==> src/rtl/snn_memory_loader.sv <==
// Loads the SNN weight/delay memory word by word from a slow pin strobe.
// Optional trailer checksum check is enabled by defining LOADER_CHECKSUM_EN.
module snn_memory_loader #(
    parameter int M = 320,
    parameter int N = 8
) (
    input  logic                 clk,
    input  logic                 reset,
    input  logic                 start,
    input  logic                 byte_valid,
    input  logic [N-1:0]         byte_in,
    output logic [$clog2(M)-1:0] mem_addr,
    output logic [N-1:0]         mem_data,
    output logic                 mem_we,
    output logic                 busy,
    output logic                 done,
    output logic                 checksum_err
);

    localparam int A = $clog2(M);
    localparam logic [A-1:0] LAST = A'(M - 1);

    typedef enum logic [1:0] {
        IDLE  = 2'd0,
        LOAD  = 2'd1,
        CHECK = 2'd2,
        DONE  = 2'd3
    } state_t;

    state_t state, next_state;

    logic s1, s2, s3;
    logic strobe_edge;
    logic [A-1:0] count;
    logic do_clear, do_write, do_check;

    // Synchroniser and history flop run in every state so a level already
    // high when a load starts cannot produce a second edge.
    always_ff @(posedge clk or posedge reset) begin
        if (reset) begin
            s1 <= 1'b0;
            s2 <= 1'b0;
            s3 <= 1'b0;
        end else begin
            s1 <= byte_valid;
            s2 <= s1;
            s3 <= s2;
        end
    end

    assign strobe_edge = s2 & ~s3;

    always_ff @(posedge clk or posedge reset) begin
        if (reset) state <= IDLE;
        else       state <= next_state;
    end

    always_comb begin
        next_state = state;
        do_clear   = 1'b0;
        do_write   = 1'b0;
        do_check   = 1'b0;
        case (state)
            IDLE: begin
                if (start) begin
                    next_state = LOAD;
                    do_clear   = 1'b1;
                end
            end
            LOAD: begin
                // start takes priority; a coincident word is dropped
                if (start) begin
                    next_state = LOAD;
                    do_clear   = 1'b1;
                end else if (strobe_edge) begin
                    do_write = 1'b1;
                    if (count == LAST) begin
`ifdef LOADER_CHECKSUM_EN
                        next_state = CHECK;
`else
                        next_state = DONE;
`endif
                    end
                end
            end
`ifdef LOADER_CHECKSUM_EN
            CHECK: begin
                if (start) begin
                    next_state = LOAD;
                    do_clear   = 1'b1;
                end else if (strobe_edge) begin
                    do_check   = 1'b1;
                    next_state = DONE;
                end
            end
`endif
            DONE: begin
                if (start) begin
                    next_state = LOAD;
                    do_clear   = 1'b1;
                end
            end
            default: next_state = IDLE;
        endcase
    end

    always_ff @(posedge clk or posedge reset) begin
        if (reset) begin
            count    <= '0;
            mem_addr <= '0;
            mem_data <= '0;
            mem_we   <= 1'b0;
        end else begin
            mem_we <= 1'b0;
            if (do_clear) begin
                count <= '0;
            end else if (do_write) begin
                mem_addr <= count;
                mem_data <= byte_in;
                mem_we   <= 1'b1;
                if (count != LAST) count <= count + A'(1);
            end
        end
    end

`ifdef LOADER_CHECKSUM_EN
    logic [N-1:0] acc;

    always_ff @(posedge clk or posedge reset) begin
        if (reset) begin
            acc          <= '0;
            checksum_err <= 1'b0;
        end else begin
            if (do_clear) begin
                acc          <= '0;
                checksum_err <= 1'b0;
            end else if (do_write) begin
                acc <= acc + byte_in;
            end else if (do_check) begin
                checksum_err <= (byte_in != acc);
            end
        end
    end
`else
    assign checksum_err = 1'b0;
`endif

    assign busy = (state == LOAD) || (state == CHECK);
    assign done = (state == DONE);

endmodule

==> config.mk <==
export PLATFORM = sky130hd
export DESIGN_NAME = snn_memory_loader
export DESIGN_NICKNAME = d
export VERILOG_FILES = /design/src/rtl/snn_memory_loader.sv
export SDC_FILE = /design/constraint.sdc
export NUM_CORES = 1
export LEC_CHECK = 0
export BUFFER_PORTS_ARGS = -buffer_cell sky130_fd_sc_hd__buf_2
export CORE_AREA = 2 2 57 64
export DETAILED_ROUTE_END_ITERATION = 6
export DIE_AREA = 0 0 59 66
export PLACE_DENSITY_LB_ADDON = 0.12
export SLEW_MARGIN = 20
export SYNTH_ARGS = -nofsm -noshare
export SYNTH_HDL_FRONTEND = slang
export SYNTH_SLANG_ARGS = --single-unit
==> constraint.sdc <==
create_clock -name clk -period 1.5 [get_ports clk]
set_input_delay 0.075 -clock clk [delete_from_list [all_inputs] [get_ports clk]]
set_output_delay 0.075 -clock clk [all_outputs]
set_load 0.02 [all_outputs]
== Word level (Yosys, flattened, before mapping) ==
Cells that the tools add are included.

* Register bits after elaboration: 32
* Input bits: 12
* Output and inout bits: 21
* Word-level logic and storage cells: 44

* Add/subtract/negate cells: 1
* Equal/unequal tests: 8
* Multiplexer cells: 15
* Bitwise operators: 3
* Reduce and logical (&&, ||, !) cells: 9

{| class="wikitable"
|+ Operators by type and width
! cell !! count
|-
| two-way mux 9 bit || 3
|-
| adder 9 x 1 -> 9 bit (second input constant) || 1
|-
| equality test 9 bit (second input constant) || 1
|-
| inequality test 9 bit (second input constant) || 1
|-
| two-way mux 2 bit || 4
|-
| two-way mux 1 bit || 7
|-
| inequality test 3 bit (second input constant) || 2
|-
| equality test 2 bit (second input constant) || 2
|-
| one-hot mux 2 bit (2 select lines) || 1
|-
| AND reduction 2 bit || 2
|-
| nonzero test 2 bit || 2
|-
| AND reduction 3 bit || 1
|-
| OR reduction 3 bit || 1
|-
| equality test 2 x 1 -> 1 bit (second input constant) || 1
|-
| logical NOT 2 bit || 1
|-
| inequality test 2 x 1 -> 1 bit (second input constant) || 1
|-
| inverter 1 bit || 2
|-
| OR reduction 2 bit || 1
|-
| AND 1 bit || 1
|-
| logical OR 1 bit || 1
|}

== Depth between registers and ports, before layout ==
Gate-level depths: netlist of run 1.

* Word-level depth: 7
* Mapped depth: 9

== Worst setup path after synthesis of run 1 ==
OpenSTA, ideal clock, no wires.

* Kind: register to register
* Start: register state[1]
* End: register count[6]
* Library setup time: 0.110 ns
* Arrival time: 1.411 ns
* Data required time: 1.390 ns
* Path slack: -0.022 ns
* Stages on the path, launching flop included: 9
* Clock period less this slack: 1.522 ns
* Path through: dfrtp_1 > inv_1 > ha_1 > nand4bb_1 > buf_2 > inv_2 > buf_2 > nand2_1 > o41ai_1

* Cells in the longest elaborated chain, start to end: 5
* Elaborated cells between the ends (all ways): 10
* Those cells by class: 2 x eq/ne; 3 x mux; 5 x reduce/logical

{| class="wikitable"
|+ RTL lines
! what !! RTL line !! text
|-
| start, declared || 30 || <nowiki>state_t state, next_state;</nowiki>
|-
| start signal, assigned || 55 || <nowiki>else state <= next_state;</nowiki>
|-
| equality test 2 bit, or another cell as far along || 63 || <nowiki>case (state)</nowiki>
|-
| OR reduction 3 bit (no source line) || - ||
|-
| two-way mux 1 bit || - ||
|-
| nonzero test 2 bit (no source line) || - ||
|-
| AND reduction 2 bit (no source line) || - ||
|-
| end signal, assigned || 121 || <nowiki>if (count != LAST) count <= count + A'(1);</nowiki>
|-
| end, declared || 34 || <nowiki>logic [A-1:0] count;</nowiki>
|}

Parallel ways exist; a longest one is shown, timed or not.
A chain may end at the register's enable or synchronous reset.

== Final worst setup path of run 1 ==
* Start: register state[1]
* End: register count[5]

The elaborated chain is that of the path after synthesis.

==> results of run 1 <==
[final timing paths]
kind	depth (start not counted)	start	to	slack, ns
max in group asynchronous	4	reset	state[1]	0.83
min in group asynchronous	4	reset	count[4]	0.36
hold reg to reg	0	s1	s2	0.36
setup reg to reg	6	state[1]	count[5]	-0.02
hold / removal	3	start	state[1]	0.08
setup / recovery	6	state[1]	count[5]	-0.02
[cells in the final DEF (no fill, tap or decap), types with 2 or more instances in the layout]
cell type,count
sky130_fd_sc_hd__buf_2,30
sky130_fd_sc_hd__buf_4,24
sky130_fd_sc_hd__clkbuf_4,5
sky130_fd_sc_hd__dfrtp_1,31
sky130_fd_sc_hd__dlygate4sd3_1,10
sky130_fd_sc_hd__ha_1,2
sky130_fd_sc_hd__ha_4,2
sky130_fd_sc_hd__inv_1,8
sky130_fd_sc_hd__mux2i_1,7
sky130_fd_sc_hd__nand2_1,57
sky130_fd_sc_hd__nand2b_1,3
sky130_fd_sc_hd__nor3_1,2
sky130_fd_sc_hd__nor4_2,2
sky130_fd_sc_hd__o211ai_1,2
sky130_fd_sc_hd__o21ai_0,5
sky130_fd_sc_hd__o311a_1,2
[tightest hold or removal path: cells and delay by family]
family          cells  cell delay [ns]
compound gates      2             0.19
buf+inv             1             0.11
[registers in the layout (all words and copies together), names as in the netlist]
signal,cells
count,9
mem_addr,9
mem_data,8
state,2
mem_we,1
s1,1
s2,1
s3,1
[area by class of cell]
class	instances	area [um2]	share of cell area [%]
Multi-Input combinational cell	102	644	31.9
Clock buffer	6	41.3	2.04
Timing Repair Buffer	65	442	21.8
Sequential cell	32	802	39.7
Tap cell	36	45.0	2.23
Inverter	10	42.5	2.10
Clock inverter	1	5.00	0.248
[power breakdown]
group / leakage (uW) / switching (uW) / internal, uW
combinational: 0.000615 / 149 / 101
clock: 0.0000281 / 269 / 172
sequential: 0.000419 / 25.7 / 910
[repair_timing]
action / 4_1_cts / 5_1_grt
endpoints found under the hold margin: 41 / 0
resized for setup: 10 / 4
hold buffers: 10 / 0
endpoints found under the setup margin: 10 / 15
setup buffers: 3 / 0
[kinds of logic (layout without fill, tap and decap cells)]
family / Yosys count / count (layout) / synth area share (%)
AND/OR/NAND/NOR: 72 / 72 / 21.5
flip-flops: 32 / 32 / 55.0
buffers and inverters: 19 / 82 / 5.58
AO/OA/AOI/OAI: 17 / 17 / 8.59
multiplexers: 7 / 7 / 4.81
adder cells (fa/ha/maj): 5 / 5 / 4.30
other: 1 / 1 / 0.257
[per-layer routing]
layer / up-vias / share of wire [%] / GRT usage [%]
met5: - / 0 / 0
met4: 0 / 1.6 / 7.67
met3: 5 / 4.0 / 4.89
met2: 24 / 48 / 29.2
met1: 596 / 46 / 22.7
li1: 625 / - / -
[stage by stage]
step           cells  setup slack [ns]  util [%]  area [um2]
3_3_place_gp     232           -0.0116      54.7        1780
2_1_floorplan    153           0.00178         -        1470
6_report         252           -0.0168      62.2        2020
5_1_grt          252           -0.0780      62.2        2020
4_1_cts          252           -0.0324      61.4        2000
3_5_place_dp     232           -0.0521      54.7        1780
==> qor_table.md, run 1 <==
| Item | Value |
| --- | --- |
| TritonCTS clock tree | yes |
| Max stage delay on crit path | 0.45 ns |
| Failing checks | negative setup slack |
| Die Ht | 66 um |
| P per Cell Area | 805 mW/mm2 |
| Final setup slack of the worst path | -0.0168 ns |
| Unrepaired setup endpoints after global routing | true |
| Via density per instance | 4.96 |
| Delay-heaviest family, CP | compound AO/OA/AOI/OAI gates |
| Grt total ovfl | 0 |
| Status | complete, but fails checks |
| Number of different library cells in the post-synthesis netlist | 31 |
| Final nets | 233 |
| Power, Total | 1630 uW |
| Count of unresolved DRC violations after routing | 0 |
| Number of warnings reported in the yosys synthesis log | 0 |
| Effective utilization at floorplan | 44.8% |
| Final Hold Viols | 0 |
| Routed wire length | 3070 um |
| Initial antenna violation count | 0 |
| GRT Total Usage | 18.1% |
| Synth Net Count | 170 |
| Largest net degree at the start of global routing | 33 |
| Count of boundary I/O pins | 33 |
| Placer congestion estimate | 0.753 |
| Share of final-layout standard cells stronger than drive strength 1 | 33.8% |
| Final critical path time including I/O delays and setup | 1.52 ns |
| Post-Synthesis Mean Instance Area | 9.52 um2 |
| Detailed-router iteration count before antenna repair | 4 |
| Count leader, synth | sky130_fd_sc_hd__nand2_1 |
| Max H-tree Level | 2 |
| Number of setup violations in the final report | 1 |
| Number of cell rows | 22 |
| Clk slew on worst S/H paths | 0.09 ns |
| Max Clock Skew | 0.00621 ns |
| Final HPWL from detailed placement | 2080 um |
| Sinks on Clock Net | 32 |
| Required time at the endpoint of the critical path | 1.73 ns |
| Largest cells by area after synthesis | sky130_fd_sc_hd__dfrtp_1, sky130_fd_sc_hd__nand2_1, sky130_fd_sc_hd__mux2i_1 |
| Share of the clock period used by the worst path after layout | 101% |
| Cell area after synthesis | 0.00146 mm2 |
| ANT cells | 0 |
| Number of antenna-violating nets in the routed design | 0 |
| Worst hold path type | primary input to flip-flop |
| Share of synthesized area occupied by flip-flops and latches | 55.0% |
| Full die area | 0.00389 mm2 |
| Slowest cell on the critical path | sky130_fd_sc_hd__dfrtp_2 |
| Clock root buffer master | sky130_fd_sc_hd__clkbuf_4 |
| Drt initial violations | 26 |
| Element type at the critical path start | flip-flop |
| Placeable Area | 0.00325 mm2 |
| Signal arrival time at the worst endpoint | 1.74 ns |
| Proportion of synthesized flip-flops having asynchronous set or reset | 100% |
| Worst Setup End Kind | flip-flop |
| Final-layout fill cell count | 277 |
| Buffers added on ports | 31 |
| Max rail drop VDD | 507 uV |
| Synth area leader | sky130_fd_sc_hd__dfrtp_1 |
| Accumulated negative setup slack | -0.0168 ns |
| Layout-stage area growth over the synthesis result | 38.8% |
| Instance count of the mapped netlist | 153 |
| Vias post-DR | 1250 |
| Most numerous cell types in the synthesized netlist | sky130_fd_sc_hd__nand2_1, sky130_fd_sc_hd__dfrtp_1, sky130_fd_sc_hd__inv_1 |
| Cells along the critical path | inv_2 -> ha_4 -> nand4bb_1 -> buf_6 -> o311a_1 -> a31o_2 |
| Final Max Slew Viols | 0 |
| Crit Path Class | flip-flop to flip-flop |
| Leak Pwr | 0.00106 uW |
| Critical Path Fanout Max | 7 |
| Final hold slack | 0.0804 ns |
| Wire length of the first global-routing pass | 5260 um |
| WP buf/inv | 2 |
| Share of Yosys cell area claimed by the top area cell type | 55.0% |
| Clock buffers created by TritonCTS | 5 |
| Synth Flop Type | sky130_fd_sc_hd__dfrtp_1 |
| Vias in the first global route | 1201 |
| Clock latency on the worst-skew pair | 0.33 ns |
| Register bit count reported by yosys | 32 |
| Post-DR wirelength/cell | 12.2 um |
| Deepest clock path buffer count | 2 |
| Upper clock frequency limit | 659 MHz |
| Count of flip-flops with a built-in enable after synthesis | 0 |
| Die Span X | 59 um |
| Reported max-cap violation count | 0 |
Note: power is estimated with default switching activity, not from simulation.
==> run 2, diff against run 1 <==
ABC_AREA = 1   (was unset)
CORE_AREA = 2 2 58 66   (was 2 2 57 64)
DIE_AREA = 0 0 60 68   (was 0 0 59 66)
==> qor_table.md, run 2 <==
| Item | Value | vs previous |
| --- | --- | --- |
| Final Hold Viols | 0 | unchanged |
| Worst reg2reg path depth | 8 | was 6 |
| Initial antenna violation count | 0 | unchanged |
| Leak Pwr | 0.00109 uW | was 0.00106 uW |
| Worst hold path cell count | 3 | unchanged |
| Hold-critical path endpoint | mem_data[6] | was state[1] |
| Synth Net Count | 189 | was 170 |
| Instance count of the mapped netlist | 172 | was 153 |
| Placer congestion estimate | 0.898 | was 0.753 |
| Number of cell rows | 23 | was 22 |
| Placeable Area | 0.00348 mm2 | was 0.00325 mm2 |
| Detailed-router iteration count before antenna repair | 4 | unchanged |
| Total non-filler cell area in the finished layout | 0.00200 mm2 | was 0.00202 mm2 |
| Clock latency on the worst-skew pair | 0.29 ns | was 0.33 ns |
| Crit Path Class | flip-flop to flip-flop | unchanged |
| Vias in the first global route | 1255 | was 1201 |
| Status | completed | was complete, but fails checks |
| Post-Synthesis Mean Instance Area | 9.14 um2 | was 9.52 um2 |
| Count of flip-flops with a built-in enable after synthesis | 0 | unchanged |
| Largest cells by area after synthesis | sky130_fd_sc_hd__dfrtp_1, sky130_fd_sc_hd__nand2_1, sky130_fd_sc_hd__o21ai_2 | was sky130_fd_sc_hd__dfrtp_1, sky130_fd_sc_hd__nand2_1, sky130_fd_sc_hd__mux2i_1 |
| Number of antenna-violating nets in the routed design | 0 | unchanged |
| Max Clock Skew | 0.00448 ns | was 0.00621 ns |
| Clock root buffer master | sky130_fd_sc_hd__clkbuf_8 | was sky130_fd_sc_hd__clkbuf_4 |
| Post-DR wirelength/cell | 11.5 um | was 12.2 um |
| Final nets | 237 | was 233 |
| Required time at the endpoint of the critical path | 1.68 ns | was 1.73 ns |
| Max rail drop VDD | 885 uV | was 507 uV |
| Deepest clock path buffer count | 2 | unchanged |
| Worst hold path type | primary input to flip-flop | unchanged |
| Share of final-layout standard cells stronger than drive strength 1 | 32.6% | was 33.8% |
| Cell area after synthesis | 0.00157 mm2 | was 0.00146 mm2 |
| Grt total ovfl | 0 | unchanged |
| Proportion of synthesized flip-flops having asynchronous set or reset | 100% | unchanged |
| Accumulated negative setup slack | 0 ns | was -0.0168 ns |
| GRT Total Usage | 18.1% | about the same |
| Commonest cells after routing, fill and taps aside | sky130_fd_sc_hd__nand2_1, sky130_fd_sc_hd__dfrtp_1, sky130_fd_sc_hd__buf_2, sky130_fd_sc_hd__inv_1, sky130_fd_sc_hd__nand3_1 | was sky130_fd_sc_hd__nand2_1, sky130_fd_sc_hd__dfrtp_1, sky130_fd_sc_hd__buf_2, sky130_fd_sc_hd__buf_4, sky130_fd_sc_hd__dlygate4sd3_1 |
| Sinks on Clock Net | 32 | unchanged |
| TritonCTS clock tree | yes | unchanged |
| Element type at the critical path start | flip-flop | unchanged |
| Clk slew on worst S/H paths | 0.06 ns | was 0.09 ns |
| Number of different library cells in the post-synthesis netlist | 24 | was 31 |
| Number of warnings reported in the yosys synthesis log | 0 | unchanged |
| P per Cell Area | 1310 mW/mm2 | was 805 mW/mm2 |
| Die Ht | 68 um | was 66 um |
| Count of unresolved DRC violations after routing | 0 | unchanged |
| Synth area leader | sky130_fd_sc_hd__dfrtp_1 | unchanged |
| Full die area | 0.00408 mm2 | was 0.00389 mm2 |
| Count leader, synth | sky130_fd_sc_hd__nand2_1 | unchanged |
| Registers with the most flip-flops | count x9, mem_addr x9, mem_data x8 | unchanged |
| Signal arrival time at the worst endpoint | 1.56 ns | was 1.74 ns |
| Number of setup violations in the final report | 0 | was 1 |
| Wire length of the first global-routing pass | 5370 um | was 5260 um |
| FF-to-FF Start | count[1] | was state[1] |
| Max H-tree Level | 2 | unchanged |
| Reported max-cap violation count | 0 | unchanged |
| Clock buffers created by TritonCTS | 5 | unchanged |
| Routed wire length | 3110 um | was 3070 um |
| Share of synthesized area occupied by flip-flops and latches | 50.9% | was 55.0% |
| Synth Flop Type | sky130_fd_sc_hd__dfrtp_1 | unchanged |
| Final critical path time including I/O delays and setup | 1.38 ns | was 1.52 ns |
| HP Start | byte_in[6] | was start |
| Final hold slack | 0.00500 ns | was 0.0804 ns |
| Die Span X | 60 um | was 59 um |
| Vias post-DR | 1272 | was 1250 |
| Final Max Slew Viols | 0 | unchanged |
| Share of Yosys cell area claimed by the top area cell type | 50.9% | was 55.0% |
| Final HPWL from detailed placement | 2230 um | was 2080 um |
| Most numerous cell types in the synthesized netlist | sky130_fd_sc_hd__nand2_1, sky130_fd_sc_hd__dfrtp_1, sky130_fd_sc_hd__inv_1 | unchanged |
| Most common library cell in the layout ignoring fill and taps | sky130_fd_sc_hd__nand2_1 | unchanged |
| Effective utilization at floorplan | 45.2% | was 44.8% |
| Count of boundary I/O pins | 33 | unchanged |
| Util after Layout | 57.6% | was 62.2% |
| R2r setup slk | 0.12 ns | was -0.02 ns |
| Register bit count reported by yosys | 32 | unchanged |
| ANT cells | 0 | unchanged |
| Capture point of the worst reg-to-reg path | state[1] | was count[5] |
| Placement-stage cell area | 0.00181 mm2 | was 0.00178 mm2 |
| Setup Fix Bufs, Post-CTS | 0 | was 3 |
| Via density per instance | 4.69 | was 4.96 |
| Upper clock frequency limit | 722 MHz | was 659 MHz |
| Share of the clock period used by the worst path after layout | 92.3% | was 101% |
| Worst Setup End Kind | flip-flop | unchanged |
| Buffers added on ports | 31 | unchanged |
| Layout-stage area growth over the synthesis result | 27.4% | was 38.8% |
| Largest net degree at the start of global routing | 33 | unchanged |
| Drt initial violations | 58 | was 26 |
| Critical Path Fanout Max | 6 | was 7 |
[run 2: area by class of cell]
class	count	area [um2]
Clock buffer	6	82.6
Clock inverter	2	10.0
Fill cell	312	1480
Inverter	21	78.8
Multi-Input combinational cell	114	679
Sequential cell	32	801
Tap cell	50	62.6
Timing Repair Buffer	46	290
[run 2: critical path: stages, from the launching register on]
cell and delay [ns]:
sky130_fd_sc_hd__dfrtp_1 0.39, sky130_fd_sc_hd__ha_2 0.24, sky130_fd_sc_hd__nand3_4 0.12, sky130_fd_sc_hd__nor2_8 0.17, sky130_fd_sc_hd__nand3_1 0.09, sky130_fd_sc_hd__nand2_1 0.08, sky130_fd_sc_hd__nand2_1 0.07, sky130_fd_sc_hd__nand3_1 0.07
sky130_fd_sc_hd__nand2_1 0.05
[run 2: worst max path at each step]
stage                        start  endpoint  slack, ns
after detailed placement  state[0]  count[3]       0.03
final                     count[1]  state[1]       0.12
after global routing      state[1]  count[2]    -0.0009
after global placement    state[0]  count[3]       0.07
after floorplan           state[1]  count[0]       0.16
after CTS                 state[0]  count[3]       0.02
[run 2: routing by layer]
metal / vias up / global-route usage (%) / part of all wire (%)
met3: 5 / 5.29 / 4.3
met1: 599 / 21.3 / 44
met4: 0 / 8.89 / 2.1
met2: 29 / 30.0 / 49
met5: - / 0 / 0
li1: 639 / - / -
[run 2: what timing repair did]
item                       in CTS  in global routing
gates resized for setup         0                  5
hold buffers                    9                  0
hold endpoints to repair       40                  0
setup endpoints to repair       0                 10
[run 2: cells by family (layout without fill, tap and decap cells)]
| logic type | Yosys count | count (layout) | synth area share (%) |
|---|---|---|---|
| AND/OR/NAND/NOR | 86 | 86 | 28.2 |
| flip-flops | 32 | 32 | 50.9 |
| buffers and inverters | 26 | 75 | 6.60 |
| AO/OA/AOI/OAI | 20 | 20 | 8.99 |
| adder cells (fa/ha/maj) | 5 | 5 | 3.98 |
| XOR/XNOR | 2 | 2 | 1.11 |
| other | 1 | 1 | 0.238 |
[run 2: report_power, final]
| group | internal, uW | total (uW) | switching (uW) | leakage [uW] |
|---|---|---|---|---|
| logic | 312 | 846 | 534 | 0.000616 |
| registers | 1020 | 1110 | 86.1 | 0.000424 |
| clock network | 366 | 683 | 317 | 0.0000510 |
[run 2: metrics by stage]
step,instances,power [uW],worst slack (ns)
global route,271,2800,-0.000914
global placement,254,1920,0.0713
detailed placement,254,1940,0.0342
CTS,271,2660,0.0152
floorplan,172,1660,0.158
finish,271,2640,0.115
==> run 3, diff against run 2 <==
PLACE_DENSITY = 0.72   (was unset)
PLACE_DENSITY_LB_ADDON = unset   (was 0.12)
==> qor_table.md, run 3 (same netlist as run 2, synthesis figures left out) <==
| Item | Value | vs previous |
| --- | --- | --- |
| Final HPWL from detailed placement | 2100 um | was 2230 um |
| WP buf/inv | 0 | unchanged |
| Drt initial violations | 25 | was 58 |
| Count of boundary I/O pins | 33 | unchanged |
| Worst hold path type | primary input to flip-flop | unchanged |
| Routed met3 length | 145 um | was 133 um |
| GRT Total Usage | 18.7% | was 18.1% |
| TritonCTS clock tree | yes | unchanged |
| Crit Path Class | flip-flop to flip-flop | unchanged |
| Total met2 wirelength after detailed routing | 1490 um | was 1530 um |
| Final standard cell count with taps included and fillers excluded | 273 | was 271 |
| Clock buffers created by TritonCTS | 5 | unchanged |
| Part of the power in the clock network | 24.3% | was 25.9% |
| Cells along the critical path | ha_4 -> nand3_4 -> nor2_8 -> nand3_1 -> nand2_1 -> nand2_1 -> nand3_1 -> nand2_1 | was ha_2 -> nand3_4 -> nor2_8 -> nand3_1 -> nand2_1 -> nand2_1 -> nand3_1 -> nand2_1 |
| Final nets | 240 | was 237 |
| Placeable Area | 0.00348 mm2 | unchanged |
| Upper clock frequency limit | 728 MHz | was 722 MHz |
| Switching part of the total | 36.1% | was 35.6% |
| Critical Path Fanout Max | 6 | unchanged |
| Max stage delay on crit path | 0.41 ns | was 0.39 ns |
| DRT met1 WL | 1350 um | was 1380 um |
| Max H-tree Level | 2 | unchanged |
| Die Span X | 60 um | unchanged |
| Most common cell type on the critical path | sky130_fd_sc_hd__nand2_1 | unchanged |
| Accumulated negative setup slack | 0 ns | unchanged |
| Final Hold Viols | 0 | unchanged |
| Grt total ovfl | 0 | unchanged |
| Final-layout fill cell count | 297 | was 312 |
| Sinks on Clock Net | 32 | unchanged |
| Detailed-router iteration count before antenna repair | 5 | was 4 |
| Layout-stage area growth over the synthesis result | 28.6% | was 27.4% |
| Delay-heaviest family, CP | simple AND/OR/NAND/NOR gates | unchanged |
| Switch Pwr | 933 uW | was 937 uW |
| Via density per instance | 4.60 | was 4.69 |
| Full die area | 0.00408 mm2 | unchanged |
| Initial antenna violation count | 0 | unchanged |
| Placer congestion estimate | 0.819 | was 0.898 |
| Vias in the first global route | 1262 | was 1255 |
| Number of cell rows | 23 | unchanged |
| Share of the clock period used by the worst path after layout | 91.6% | was 92.3% |
| Final Max Slew Viols | 0 | unchanged |
| Clk slew on worst S/H paths | 0.07 ns | was 0.06 ns |
| Clock latency on the worst-skew pair | 0.29 ns | about the same |
| Internal power contribution | 1650 uW | was 1700 uW |
| Max layer used | met4 | unchanged |
| Max Clock Skew | 0.00410 ns | was 0.00448 ns |
| Routed wire length | 3050 um | was 3110 um |
| Signal arrival time at the worst endpoint | 1.55 ns | was 1.56 ns |
| Required time at the endpoint of the critical path | 1.67 ns | was 1.68 ns |
| Effective utilization at floorplan | 45.2% | unchanged |
| Deepest clock path buffer count | 2 | unchanged |
| Die Ht | 68 um | unchanged |
| Vias post-DR | 1256 | was 1272 |
| Most common library cell in the layout ignoring fill and taps | sky130_fd_sc_hd__nand2_1 | unchanged |
| Slowest cell on the critical path | sky130_fd_sc_hd__dfrtp_1 | unchanged |
| ANT cells | 0 | unchanged |
| Final critical path time including I/O delays and setup | 1.37 ns | was 1.38 ns |
| Post-DR wirelength/cell | 11.2 um | was 11.5 um |
| Buffers added on ports | 31 | unchanged |
| Count of unresolved DRC violations after routing | 0 | unchanged |
| Status | completed | unchanged |
| Number of setup violations in the final report | 0 | unchanged |
| Share of final-layout standard cells stronger than drive strength 1 | 31.8% | was 32.6% |
| Number of antenna-violating nets in the routed design | 0 | unchanged |
| Largest net degree at the start of global routing | 33 | unchanged |
| Final setup slack of the worst path | 0.126 ns | was 0.115 ns |
| Max rail drop VDD | 1040 uV | was 885 uV |
| Unrepaired setup endpoints after global routing | false |  |
| Power share of the combinational group | 32.7% | was 32.1% |
| Element type at the critical path start | flip-flop | unchanged |
| Sequential share of power | 43.0% | was 42.0% |
| Registers with the most flip-flops | count x9, mem_addr x9, mem_data x8 | unchanged |
| Number of cells after detailed placement | 255 | was 254 |
| Clock root buffer master | sky130_fd_sc_hd__clkbuf_8 | unchanged |
| P per Cell Area | 1280 mW/mm2 | was 1310 mW/mm2 |
| R2r setup slk | 0.13 ns | was 0.12 ns |
| Post-placement worst setup slack | 0.0469 ns | was 0.0342 ns |
| Leak Pwr | 0.00109 uW | about the same |
| Worst Setup End Kind | flip-flop | unchanged |
| Commonest cells after routing, fill and taps aside | sky130_fd_sc_hd__nand2_1, sky130_fd_sc_hd__dfrtp_1, sky130_fd_sc_hd__buf_2, sky130_fd_sc_hd__inv_1, sky130_fd_sc_hd__nand3_1 | unchanged |
| Wire length of the first global-routing pass | 5500 um | was 5370 um |
| Reported max-cap violation count | 0 | unchanged |
==> run 3: cell types whose count changed in the layout (fill, tap and decap cells not counted), sizes merged <==
cell	change
clkbuf	-1
clkinvlp	+1
clkinv	-1
dlygate4sd3	+1
buf	+2
==> run 3: worst register-to-register path: stages, from the launching register on <==
cell                      delay [ns]
sky130_fd_sc_hd__dfrtp_1        0.41
sky130_fd_sc_hd__ha_4           0.17
sky130_fd_sc_hd__nand3_4        0.10
sky130_fd_sc_hd__nor2_8         0.20
sky130_fd_sc_hd__nand3_1        0.10
sky130_fd_sc_hd__nand2_1        0.08
sky130_fd_sc_hd__nand2_1        0.07
sky130_fd_sc_hd__nand3_1        0.07
sky130_fd_sc_hd__nand2_1        0.06
==> run 3: path summary, 6_finish.rpt <==
check	from	end	depth (start not counted)
min in group asynchronous	reset	mem_data[4]	4
min	start	state[0]	4
max	count[0]	state[1]	8
max in group asynchronous	reset	mem_addr[5]	4
max reg2reg	count[0]	state[1]	8
min reg2reg	s1	s2	0
==> run 3: timing repair <==
action / CTS / global route
endpoints found under the hold margin: 41 / 0
buffers inserted: 0 / 1
hold buffers: 10 / 0
resized for setup: 0 / 4
setup endpoints to repair: 0 / 11
==> run 3: per-stage QoR <==
step                utilization (%)  total power [uW]  hold slack, ns  cell area, um2
global route                   58.1              2750           0.134            2020
CTS                            57.4              2600           0.115            2000
detailed placement             52.2              1940           0.180            1820
global placement               52.2              1930           0.174            1820
finish                         58.1              2580           0.124            2020
floorplan                         -              1660           0.106            1570
==> run 3: power by group through the flow <==
stage	clock (uW)	combinational, uW	sequential (uW)
finish	628	844	1110
global route	679	940	1130
CTS	648	843	1110
detailed placement	0	829	1110
global placement	0	812	1120
floorplan	0	375	1280
==> run 3: routing by layer <==
| layer | GRT usage (%) | vias to the layer above |
|---|---|---|
| li1 | - | 643 |
| met1 | 21.2 | 571 |
| met2 | 31.5 | 36 |
| met3 | 5.67 | 6 |
| met4 | 9.17 | 0 |
| met5 | 0 | - |
==> run 3: layout make-up <==
type	instances	area [um2]	share of cell area, %
clock inverter	2	12.5	0.619
tap	50	62.6	3.09
sequential	32	801	39.6
timing repair buffer	49	315	15.6
clock buffer	5	68.8	3.40
inverter	21	78.8	3.90
multi-input combinational	114	683	33.8
